$ cat src/rtl/uart_lattice_pkg.sv
// Shared definitions for the Lattice UART APB scheduler: register map,
// divisor-latch access bit and the scheduler state encoding.
package uart_lattice_pkg;

    localparam logic [5:0] UART_THR = 6'h00;
    localparam logic [5:0] UART_RBR = 6'h00;
    localparam logic [5:0] UART_IER = 6'h04;
    localparam logic [5:0] UART_FCR = 6'h08;
    localparam logic [5:0] UART_LCR = 6'h0C;
    localparam logic [5:0] UART_LSR = 6'h14;
    localparam logic [5:0] UART_DLL = 6'h1C;
    localparam logic [5:0] UART_DLM = 6'h20;

    localparam logic [7:0] LCR_DLAB = 8'h80;

    localparam logic [2:0] INIT_LAST = 3'd5;

    typedef enum logic [2:0] {
        INIT_SETUP,
        INIT_ACCESS,
        IDLE,
        SETUP,
        ACCESS,
        RESPOND
    } sched_state_e;

    typedef struct packed {
        logic [5:0]  addr;
        logic [31:0] data;
    } apb_wr_t;

endpackage

$ cat src/rtl/uart_lattice_apb_scheduler.sv
// Two-requester APB arbiter in front of a Lattice UART: runs a fixed init
// write sequence after reset, then round-robins host accesses with a timeout.
module uart_lattice_apb_scheduler
    import uart_lattice_pkg::*;
#(
    parameter logic [15:0] BAUD_DIV       = 16'd27,
    parameter logic [7:0]  LCR_VAL        = 8'h03,
    parameter logic [7:0]  FCR_VAL        = 8'h07,
    parameter logic [7:0]  IER_VAL        = 8'h01,
    parameter int          TIMEOUT_CYCLES = 255
) (
    input  logic        clk,
    input  logic        resn,
    input  logic        s0_apb_psel,
    input  logic        s0_apb_penable,
    input  logic        s0_apb_pwrite,
    input  logic [5:0]  s0_apb_paddr,
    input  logic [31:0] s0_apb_pwdata,
    output logic        s0_apb_pready,
    output logic        s0_apb_pslverr,
    output logic [31:0] s0_apb_prdata,
    input  logic        s1_apb_psel,
    input  logic        s1_apb_penable,
    input  logic        s1_apb_pwrite,
    input  logic [5:0]  s1_apb_paddr,
    input  logic [31:0] s1_apb_pwdata,
    output logic        s1_apb_pready,
    output logic        s1_apb_pslverr,
    output logic [31:0] s1_apb_prdata,
    output logic        m_apb_psel,
    output logic        m_apb_penable,
    output logic        m_apb_pwrite,
    output logic [5:0]  m_apb_paddr,
    output logic [31:0] m_apb_pwdata,
    input  logic        m_apb_pready,
    input  logic        m_apb_pslverr,
    input  logic [31:0] m_apb_prdata,
    output logic        init_done,
    output logic        timeout_err
);

    localparam logic [8:0] TIMEOUT_LIM = 9'(TIMEOUT_CYCLES);

    function automatic apb_wr_t init_entry(input logic [2:0] idx);
        apb_wr_t e;
        e.addr = UART_IER;
        e.data = {24'd0, IER_VAL};
        case (idx)
            3'd0: begin e.addr = UART_LCR; e.data = {24'd0, LCR_VAL | LCR_DLAB}; end
            3'd1: begin e.addr = UART_DLL; e.data = {24'd0, BAUD_DIV[7:0]}; end
            3'd2: begin e.addr = UART_DLM; e.data = {24'd0, BAUD_DIV[15:8]}; end
            3'd3: begin e.addr = UART_LCR; e.data = {24'd0, LCR_VAL}; end
            3'd4: begin e.addr = UART_FCR; e.data = {24'd0, FCR_VAL}; end
            default: ;
        endcase
        return e;
    endfunction

    sched_state_e state_reg, state_next;
    logic [2:0]  idx_reg, idx_next;
    logic [7:0]  cnt_reg, cnt_next;
    logic        grant_reg, grant_next;
    logic        last_grant_reg, last_grant_next;
    logic        init_done_reg, init_done_next;
    logic        timeout_hit;
    logic [31:0] rsp_data;
    logic        rsp_err;
    apb_wr_t     init_wr;

    logic        m_psel_reg, m_penable_reg, m_pwrite_reg;
    logic [5:0]  m_paddr_reg;
    logic [31:0] m_pwdata_reg;
    logic        s0_pready_reg, s0_pslverr_reg, s1_pready_reg, s1_pslverr_reg;
    logic [31:0] s0_prdata_reg, s1_prdata_reg;
    logic        timeout_err_reg;

    // Requester penable carries no information for this arbiter; pending is psel alone.
    logic unused_penable;
    assign unused_penable = s0_apb_penable ^ s1_apb_penable;

    always_comb begin
        state_next      = state_reg;
        idx_next        = idx_reg;
        cnt_next        = '0;
        grant_next      = grant_reg;
        last_grant_next = last_grant_reg;
        init_done_next  = init_done_reg;
        rsp_data        = '0;
        rsp_err         = 1'b0;
        timeout_hit     = (state_reg == INIT_ACCESS || state_reg == ACCESS) && !m_apb_pready
                          && (({1'b0, cnt_reg} + 9'd1) >= TIMEOUT_LIM);
        case (state_reg)
            // First cycle after reset has psel still low, so wait for it to be presented.
            INIT_SETUP: if (m_psel_reg) state_next = INIT_ACCESS;
            INIT_ACCESS: begin
                if (m_apb_pready || timeout_hit) begin
                    if (idx_reg == INIT_LAST) begin
                        state_next     = IDLE;
                        init_done_next = 1'b1;
                    end else begin
                        idx_next   = idx_reg + 3'd1;
                        state_next = INIT_SETUP;
                    end
                end else begin
                    cnt_next = (cnt_reg == 8'hFF) ? cnt_reg : cnt_reg + 8'd1;
                end
            end
            IDLE: begin
                if (s0_apb_psel && s1_apb_psel) begin
                    grant_next = ~last_grant_reg;
                    state_next = SETUP;
                end else if (s0_apb_psel) begin
                    grant_next = 1'b0;
                    state_next = SETUP;
                end else if (s1_apb_psel) begin
                    grant_next = 1'b1;
                    state_next = SETUP;
                end
            end
            SETUP: state_next = ACCESS;
            ACCESS: begin
                if (m_apb_pready) begin
                    rsp_data   = m_apb_prdata;
                    rsp_err    = m_apb_pslverr;
                    state_next = RESPOND;
                end else if (timeout_hit) begin
                    rsp_err    = 1'b1;
                    state_next = RESPOND;
                end else begin
                    cnt_next = (cnt_reg == 8'hFF) ? cnt_reg : cnt_reg + 8'd1;
                end
            end
            RESPOND: begin
                last_grant_next = grant_reg;
                state_next      = IDLE;
            end
            default: state_next = INIT_SETUP;
        endcase
    end

    assign init_wr = init_entry(idx_next);

    always_ff @(posedge clk or negedge resn) begin
        if (!resn) begin
            state_reg       <= INIT_SETUP;
            idx_reg         <= '0;
            cnt_reg         <= '0;
            grant_reg       <= 1'b0;
            last_grant_reg  <= 1'b1;
            init_done_reg   <= 1'b0;
            m_psel_reg      <= 1'b0;
            m_penable_reg   <= 1'b0;
            m_pwrite_reg    <= 1'b0;
            m_paddr_reg     <= '0;
            m_pwdata_reg    <= '0;
            s0_pready_reg   <= 1'b0;
            s0_pslverr_reg  <= 1'b0;
            s0_prdata_reg   <= '0;
            s1_pready_reg   <= 1'b0;
            s1_pslverr_reg  <= 1'b0;
            s1_prdata_reg   <= '0;
            timeout_err_reg <= 1'b0;
        end else begin
            state_reg       <= state_next;
            idx_reg         <= idx_next;
            cnt_reg         <= cnt_next;
            grant_reg       <= grant_next;
            last_grant_reg  <= last_grant_next;
            init_done_reg   <= init_done_next;
            timeout_err_reg <= timeout_hit;
            // Bus outputs are registered off the next state so they line up with it.
            m_psel_reg    <= (state_next == INIT_SETUP) || (state_next == INIT_ACCESS)
                             || (state_next == SETUP) || (state_next == ACCESS);
            m_penable_reg <= (state_next == INIT_ACCESS) || (state_next == ACCESS);
            if (state_next == INIT_SETUP) begin
                m_pwrite_reg <= 1'b1;
                m_paddr_reg  <= init_wr.addr;
                m_pwdata_reg <= init_wr.data;
            end else if (state_reg == IDLE && state_next == SETUP) begin
                m_pwrite_reg <= grant_next ? s1_apb_pwrite : s0_apb_pwrite;
                m_paddr_reg  <= grant_next ? s1_apb_paddr  : s0_apb_paddr;
                m_pwdata_reg <= grant_next ? s1_apb_pwdata : s0_apb_pwdata;
            end
            s0_pready_reg  <= (state_next == RESPOND) && !grant_next;
            s0_pslverr_reg <= (state_next == RESPOND) && !grant_next && rsp_err;
            s0_prdata_reg  <= ((state_next == RESPOND) && !grant_next) ? rsp_data : '0;
            s1_pready_reg  <= (state_next == RESPOND) && grant_next;
            s1_pslverr_reg <= (state_next == RESPOND) && grant_next && rsp_err;
            s1_prdata_reg  <= ((state_next == RESPOND) && grant_next) ? rsp_data : '0;
        end
    end

    assign m_apb_psel     = m_psel_reg;
    assign m_apb_penable  = m_penable_reg;
    assign m_apb_pwrite   = m_pwrite_reg;
    assign m_apb_paddr    = m_paddr_reg;
    assign m_apb_pwdata   = m_pwdata_reg;
    assign s0_apb_pready  = s0_pready_reg;
    assign s0_apb_pslverr = s0_pslverr_reg;
    assign s0_apb_prdata  = s0_prdata_reg;
    assign s1_apb_pready  = s1_pready_reg;
    assign s1_apb_pslverr = s1_pslverr_reg;
    assign s1_apb_prdata  = s1_prdata_reg;
    assign init_done      = init_done_reg;
    assign timeout_err    = timeout_err_reg;

endmodule

$ cat config.mk
export PLATFORM = sky130hd
export DESIGN_NAME = uart_lattice_apb_scheduler
export DESIGN_NICKNAME = d
export VERILOG_FILES = /design/src/rtl/uart_lattice_pkg.sv /design/src/rtl/uart_lattice_apb_scheduler.sv
export SDC_FILE = /design/constraint.sdc
export NUM_CORES = 1
export LEC_CHECK = 0
export ABC_CLOCK_PERIOD_IN_PS = 3140
export CORE_ASPECT_RATIO = 0.75
export CORE_UTILIZATION = 43
export DETAILED_ROUTE_END_ITERATION = 10
export GPL_TIMING_DRIVEN = 1
export PLACE_DENSITY = 0.83
export SLEW_MARGIN = 15
export SYNTH_ARGS = -nofsm -noshare
export SYNTH_HDL_FRONTEND = slang
export SYNTH_SLANG_ARGS = --single-unit
$ cat constraint.sdc
create_clock -name clk -period 3.14 [get_ports clk]
set_clock_uncertainty 0.2 [all_clocks]
set_input_delay 0.628 -clock clk [delete_from_list [all_inputs] [get_ports clk]]
set_output_delay 0.628 -clock clk [all_outputs]
set_load 0.005 [all_outputs]
==> qor.txt, run 1 <==
Tightest Pin Transition - 0.724 ns
Hold Path Sink - init_done
initial antenna violation count - 0
fin nets - 887
Final min period - 3.00 ns
Synth top area share - 58.5%
share of post-route cells with drive strength above 1 - 9.90%
Placer Congestion - 0.796
critical path class - flop to flop
Port Buffers - 226
R2R depth - 10
clock transition at the registers of the reported paths - 0.06 ns
clk_lat worst skew - 0.40 ns
Cells on Worst Hold Path - 1
Worst R2R End - m_apb_paddr[2]
asr flop ratio synth - 100%
most common cell in the synthesized netlist - dfrtp_1
crit path max fanout - 10
core area - 0.0123 mm²
GRT overflow - 0
syn_nets - 649
Slew HR - 51.6%
Die X - 131 µm
final routed DRC violation total - 0
Slew Limit Fails - 0
PwrDens - 742 mW/mm²
CP bufs+invs - 1
clk sink count - 127
final hold viol count - 0
vias in the first global route - 4742
most area-consuming cells after synthesis - dfrtp_1 59%, nand2_1 6.5%, mux2i_1 6.3%
Syn Area/Cell - 10.2 µm²
R2R Path Start - cnt_reg[1]
Synth Area in XOR/XNOR - 0.813%
Area Overhead vs Synth - 60.1%
mux share of post-synthesis cell area - 6.73%
Starting Density - 43.9%
Root Driver - clkbuf_16
VDD IR-drop max - 0.374 mV
status - finished, final reports clean
Final period util - 95.4%
Clock Tree Buf Depth - 2
total die area - 0.0130 mm²
crit path max-delay cell type - dfrtp_1
CTS tree - done
CP peak stage delay - 0.46 ns
CP startpoint kind - flop
Sequential Area - 0.00318 mm²
crit end category - flop
Mapped Area - 0.00539 mm²
fmax - 0.334 GHz
Via-to-Cell Ratio - 5.05
Site Rows - 35
final WL - 14.7 mm
post-route ant nets - 0
drt pass-1 iters - 5
placed cell area - 0.00800 mm²
count of final setup violators - 0
cell family contributing the most delay on the critical path - compound AO/OA/AOI/OAI gates
Die Y - 98.9 µm
final std cells w/o fill - 944
largest family of logic cells by synthesized area - simple AND/OR/NAND/NOR gates
sequential area share after synthesis - 59.0%
Synth Area in Simple Gates - 16.9%
Yosys top cell by area - dfrtp_1
pin count of the biggest net entering global routing - 85
Total GRT Usage - 23.2%
Hold Crit Class - flop to flop
Multi-input gate area - 0.00207 mm²
number of enable flip-flop cells after synthesis - 0
Antenna Cells - 0
#FFs+latches synth - 127
Leak - 0.00374 µW
H-Tree Depth - 4
most common library cells after synthesis - 126 x dfrtp_1, 93 x nand2_1, 82 x nor2_1
WL/cell - 15.6 µm
hold_sp - init_done
Cells after Synth - 527
placed insts - 911
Req. time, crit path - 3.24 ns
total of max-cap violations - 0
Data arrival, critical path - 3.09 ns
DP HPWL - 10.4 mm
CP Cell Sequence - ha_2 -> nand2b_1 -> o21ai_0 -> a31oi_2 -> nor4_4 -> o21ai_1 -> a22oi_4 -> inv_4 -> mux2i_1 -> o41ai_2
CTS Buf Count - 17
Ports - 229
ys flop type - dfrtp_1
Final Core Density - 70.3%
post-synthesis cell type count - 50
Via Count - 4768
setup slack, reg-to-reg - 0.14 ns
YS warnings - 0
Synth Area in Adders - 0.929%
Synth Area in Compound Gates - 12.5%
fill cell count - 873
final instance area - 0.00863 mm²
first-pass GRT wire length - 23.5 mm
initial drt markers - 258
## worst reg2reg max path, cell delays in order (launching register included)
cell and delay [ns]:
dfrtp_1 0.46, ha_2 0.34, nand2b_1 0.08, o21ai_0 0.22, a31oi_2 0.16, nor4_4 0.43, o21ai_1 0.21, a22oi_4 0.22
inv_4 0.07, mux2i_1 0.15, o41ai_2 0.34
## layout make-up
| class | count | area share, % |
|---|---|---|
| clock inverters | 14 | 1.83 |
| repair buffers | 252 | 29.4 |
| inverters | 9 | 0.421 |
| clock buffers | 18 | 5.09 |
| multi-input cells | 358 | 24.0 |
| flip-flops and latches | 127 | 36.9 |
| well taps | 166 | 2.41 |
## how the worst max path moves through the flow
stage | depth (start not counted) | start | endpoint
2_1_floorplan | 11 | cnt_reg[0] | m_apb_paddr[2]
3_3_place_gp | 10 | m_apb_pready | m_apb_paddr[2]
3_5_place_dp | 10 | m_apb_pready | m_apb_paddr[2]
4_1_cts | 9 | cnt_reg[1] | m_apb_paddr[2]
5_1_grt | 10 | cnt_reg[1] | m_apb_paddr[2]
6_report | 10 | cnt_reg[1] | m_apb_paddr[2]
## timing repair
action / in CTS / in global routing
hold buffers: 1 / 0
pin swaps: 0 / 1
setup endpoints to repair: 3 / 27
resized for setup: 2 / 4
endpoints found under the hold margin: 11 / 0
buffers inserted: 0 / 0
## stage by stage
stage / hold WS [ns] / power (µW) / setup slack, ns / TNS (ns)
5_1_grt: 0.314 / 6760 / -0.0205 / -0.0401
2_1_floorplan: 0.132 / 3350 / 0.237 / 0
6_report: 0.309 / 6400 / 0.144 / 0
4_1_cts: 0.306 / 6430 / 0.0664 / 0
3_3_place_gp: 0.290 / 4350 / -0.147 / -3.21
3_5_place_dp: 0.289 / 4450 / -0.266 / -5.93
## metal layers
metal | vias up | track usage (%) | part of all wire (%)
li1 | 2275 | - | -
met1 | 2294 | 29.4 | 43
met2 | 185 | 38.7 | 49
met3 | 14 | 7.10 | 6.5
met4 | 0 | 6.53 | 1.1
met5 | - | 0 | 0
## where the power goes
| group | leakage [µW] | internal, µW | switching, µW |
|---|---|---|---|
| Clock | 0.000289 | 1200 | 749 |
| Sequential | 0.00172 | 1920 | 226 |
| Combinational | 0.00172 | 1190 | 1110 |
| Total | 0.00374 | 4310 | 2090 |
## cell usage in the layout, fill, tap and decap left out, drive strengths merged, types with 3 or more instances in the layout
cell / n
nand2: 93
clkinv: 6
mux2i: 34
and2: 3
clkdlybuf4s50: 225
ha: 4
a311o: 3
nand3: 5
and3: 3
inv: 13
dfrtp: 126
nor3b: 4
nor4: 3
a31oi: 3
buf: 26
nor2b: 4
o22ai: 28
a211oi: 4
nor3: 4
xnor2: 3
clkbuf: 18
nand2b: 8
o21ai: 17
nor2: 82
a21oi: 23
## kinds of logic after synthesis
family                     count (synthesis)
AOI/OAI and AO/OA                        100
xor gates and xnor gates                   5
adders and majority gates                  4
buffers and inverters                     42
DFF                                      127
muxes                                     36
and+or+nand+nor                          213
No activity file was read; power rests on OpenSTA's default activity.
==> run 2: changes to the inputs <==
- GPL_ROUTABILITY_DRIVEN: not set -> 1
==> results of run 2 <==
No change in the layout: final DEF, timing and power equal those of run 1.
==> run 3: changes to the inputs <==
- CORE_ASPECT_RATIO: 0.75 -> 1.25
- SKIP_LAST_GASP: not set -> 1
==> qor.txt, run 3 (same netlist as run 1, synthesis figures left out) <==
Slew HR - 53.8% (+2.3 points)
Hold Crit Class - primary input to asynchronous set/reset pin
Req. time, crit path - 3.21 ns (-0.03 ns)
clk sink count - 127 (unchanged)
Worst R2R End - m_apb_pwdata[1]
count of final setup violators - 0 (unchanged)
Final period util - 96.9% (+1.5 points)
Total GRT Usage - 25.8% (+2.6 points)
GRT overflow - 0 (unchanged)
Ports - 229 (unchanged)
Leak - 0.00373 µW (about the same)
most common cell after layout, fill and taps aside - clkdlybuf4s50_1
Die Y - 127 µm (+29%)
Final min period - 3.04 ns (+0.0480 ns)
total of max-cap violations - 0 (unchanged)
final hold viol count - 0 (unchanged)
Port Buffers - 226 (unchanged)
Die X - 102 µm (-22%)
drt pass-1 iters - 5 (unchanged)
Clock Tree Buf Depth - 2 (unchanged)
Area Overhead vs Synth - 59.6%
total die area - 0.0130 mm² (about the same)
clock transition at the registers of the reported paths - 0.06 ns (about the same)
final instance area - 0.00860 mm² (-0.33%)
most frequent cells in the layout - 225 x clkdlybuf4s50_1, 126 x dfrtp_1, 93 x nand2_1, 81 x nor2_1, 34 x mux2i_1
R2R Path Start - cnt_reg[1]
VDD IR-drop max - 0.432 mV (+15%)
fmax - 0.329 GHz (-1.6%)
Slew Limit Fails - 0 (unchanged)
fin nets - 890 (+0.34%)
Tightest Pin Transition - 0.691 ns (-0.0326 ns)
clk_lat worst skew - 0.41 ns (about the same)
H-Tree Depth - 4 (unchanged)
vias in the first global route - 5059 (+6.7%)
R2R depth - 9 (-1)
final routed DRC violation total - 0 (unchanged)
first-pass GRT wire length - 25.1 mm (+6.9%)
fill cell count - 898 (+2.9%)
Via Count - 4817 (+1.0%)
placed insts - 913 (+0.22%)
DP HPWL - 11.5 mm (+10%)
RSZ-0062 raised after global routing - true
placed cell area - 0.00799 mm² (-0.13%)
initial antenna violation count - 0 (unchanged)
final WL - 15.6 mm (+6.1%)
Antenna Cells - 0 (unchanged)
pin count of the biggest net entering global routing - 51 (-40%)
PwrDens - 744 mW/mm² (+0.29%)
initial drt markers - 129 (-50%)
setup slack, reg-to-reg - 0.1 ns (-0.05 ns)
Site Rows - 45 (+29%)
Via-to-Cell Ratio - 5.10 (+0.92%)
critical path class - flop to flop
Placer Congestion - 0.862 (+8.3%)
Starting Density - 44.3% (+0.36 points)
share of post-route cells with drive strength above 1 - 9.99% (+0.090 points)
core area - 0.0122 mm² (-0.82%)
Data arrival, critical path - 3.11 ns (+0.02 ns)
CTS tree - done
post-route ant nets - 0 (unchanged)
Root Driver - clkbuf_16
CP startpoint kind - flop
final std cells w/o fill - 945 (+0.11%)
WL/cell - 16.5 µm (+5.9%)
CTS Buf Count - 17 (unchanged)
crit path max fanout - 7 (-3)
crit end category - flop
status - finished, final reports clean
==> run 3: worst max-delay path by stage <==
| stage | from | endpoint |
|---|---|---|
| after floorplan | cnt_reg[0] | m_apb_paddr[2] |
| after global placement | m_apb_pready | m_apb_paddr[3] |
| after detailed placement | m_apb_pready | m_apb_paddr[2] |
| after CTS | cnt_reg[1] | m_apb_pwdata[3] |
| after global routing | cnt_reg[1] | m_apb_pwdata[1] |
| final | cnt_reg[1] | m_apb_pwdata[1] |
==> run 3: final cells by class <==
class	count	area [µm²]	share of cell area (%)
Multi-Input combinational cell	358	2060	24.0
Inverter	9	36.3	0.422
Tap cell	164	205	2.39
Timing Repair Buffer	255	2510	29.3
Clock inverter	14	168	1.95
Clock buffer	18	429	4.99
Sequential cell	127	3180	37.0
==> run 3: metrics by stage <==
stage          hold WS [ns]  power (µW)  worst slack (ns)   TNS (ns)  util (%)
4_1_cts              0.0442        6430            0.0966          0      70.6
2_1_floorplan         0.132        3350             0.237          0         -
5_1_grt              0.0729        6740         -0.000439  -0.000439      70.7
6_report             0.0212        6400            0.0964          0      70.7
3_3_place_gp          0.290        4330           -0.0785      -1.30      65.7
3_5_place_dp          0.304        4430            -0.190      -3.33      65.7
==> run 3: power breakdown <==
part           internal [µW]  switching (µW)  total [µW]  leakage, µW
clock network           1250             720        1970     0.000286
logic                   1170            1130        2300      0.00172
registers               1920             214        2130      0.00172
total                   4330            2060        6400      0.00373
==> run 3: repair_timing <==
| item | in CTS | in global routing |
|---|---|---|
| hold buffers | 0 | 0 |
| setup buffers | 0 | 0 |
| gates resized for setup | 0 | 3 |
| hold endpoints to repair | 0 | 0 |
| endpoints found under the setup margin | 0 | 33 |
==> run 3: critical path, cell delays in order (launching register included) <==
cell and delay [ns]:
dfrtp_1 0.45, ha_1 0.27, nor4_1 0.29, a211o_1 0.27, o21bai_1 0.10, buf_4 0.15, o21ai_0 0.38, a21boi_0 0.19
o41ai_1 0.48, mux2i_1 0.13
==> run 3: routing by layer <==
metal	share of wire, %	vias up	track usage (%)	routed length (µm)
met2	55	152	45.5	8530
met4	2.9	0	11.0	447
met5	0	-	0	0
li1	-	2283	-	-
met3	4.6	34	6.73	719
met1	38	2348	29.0	5910
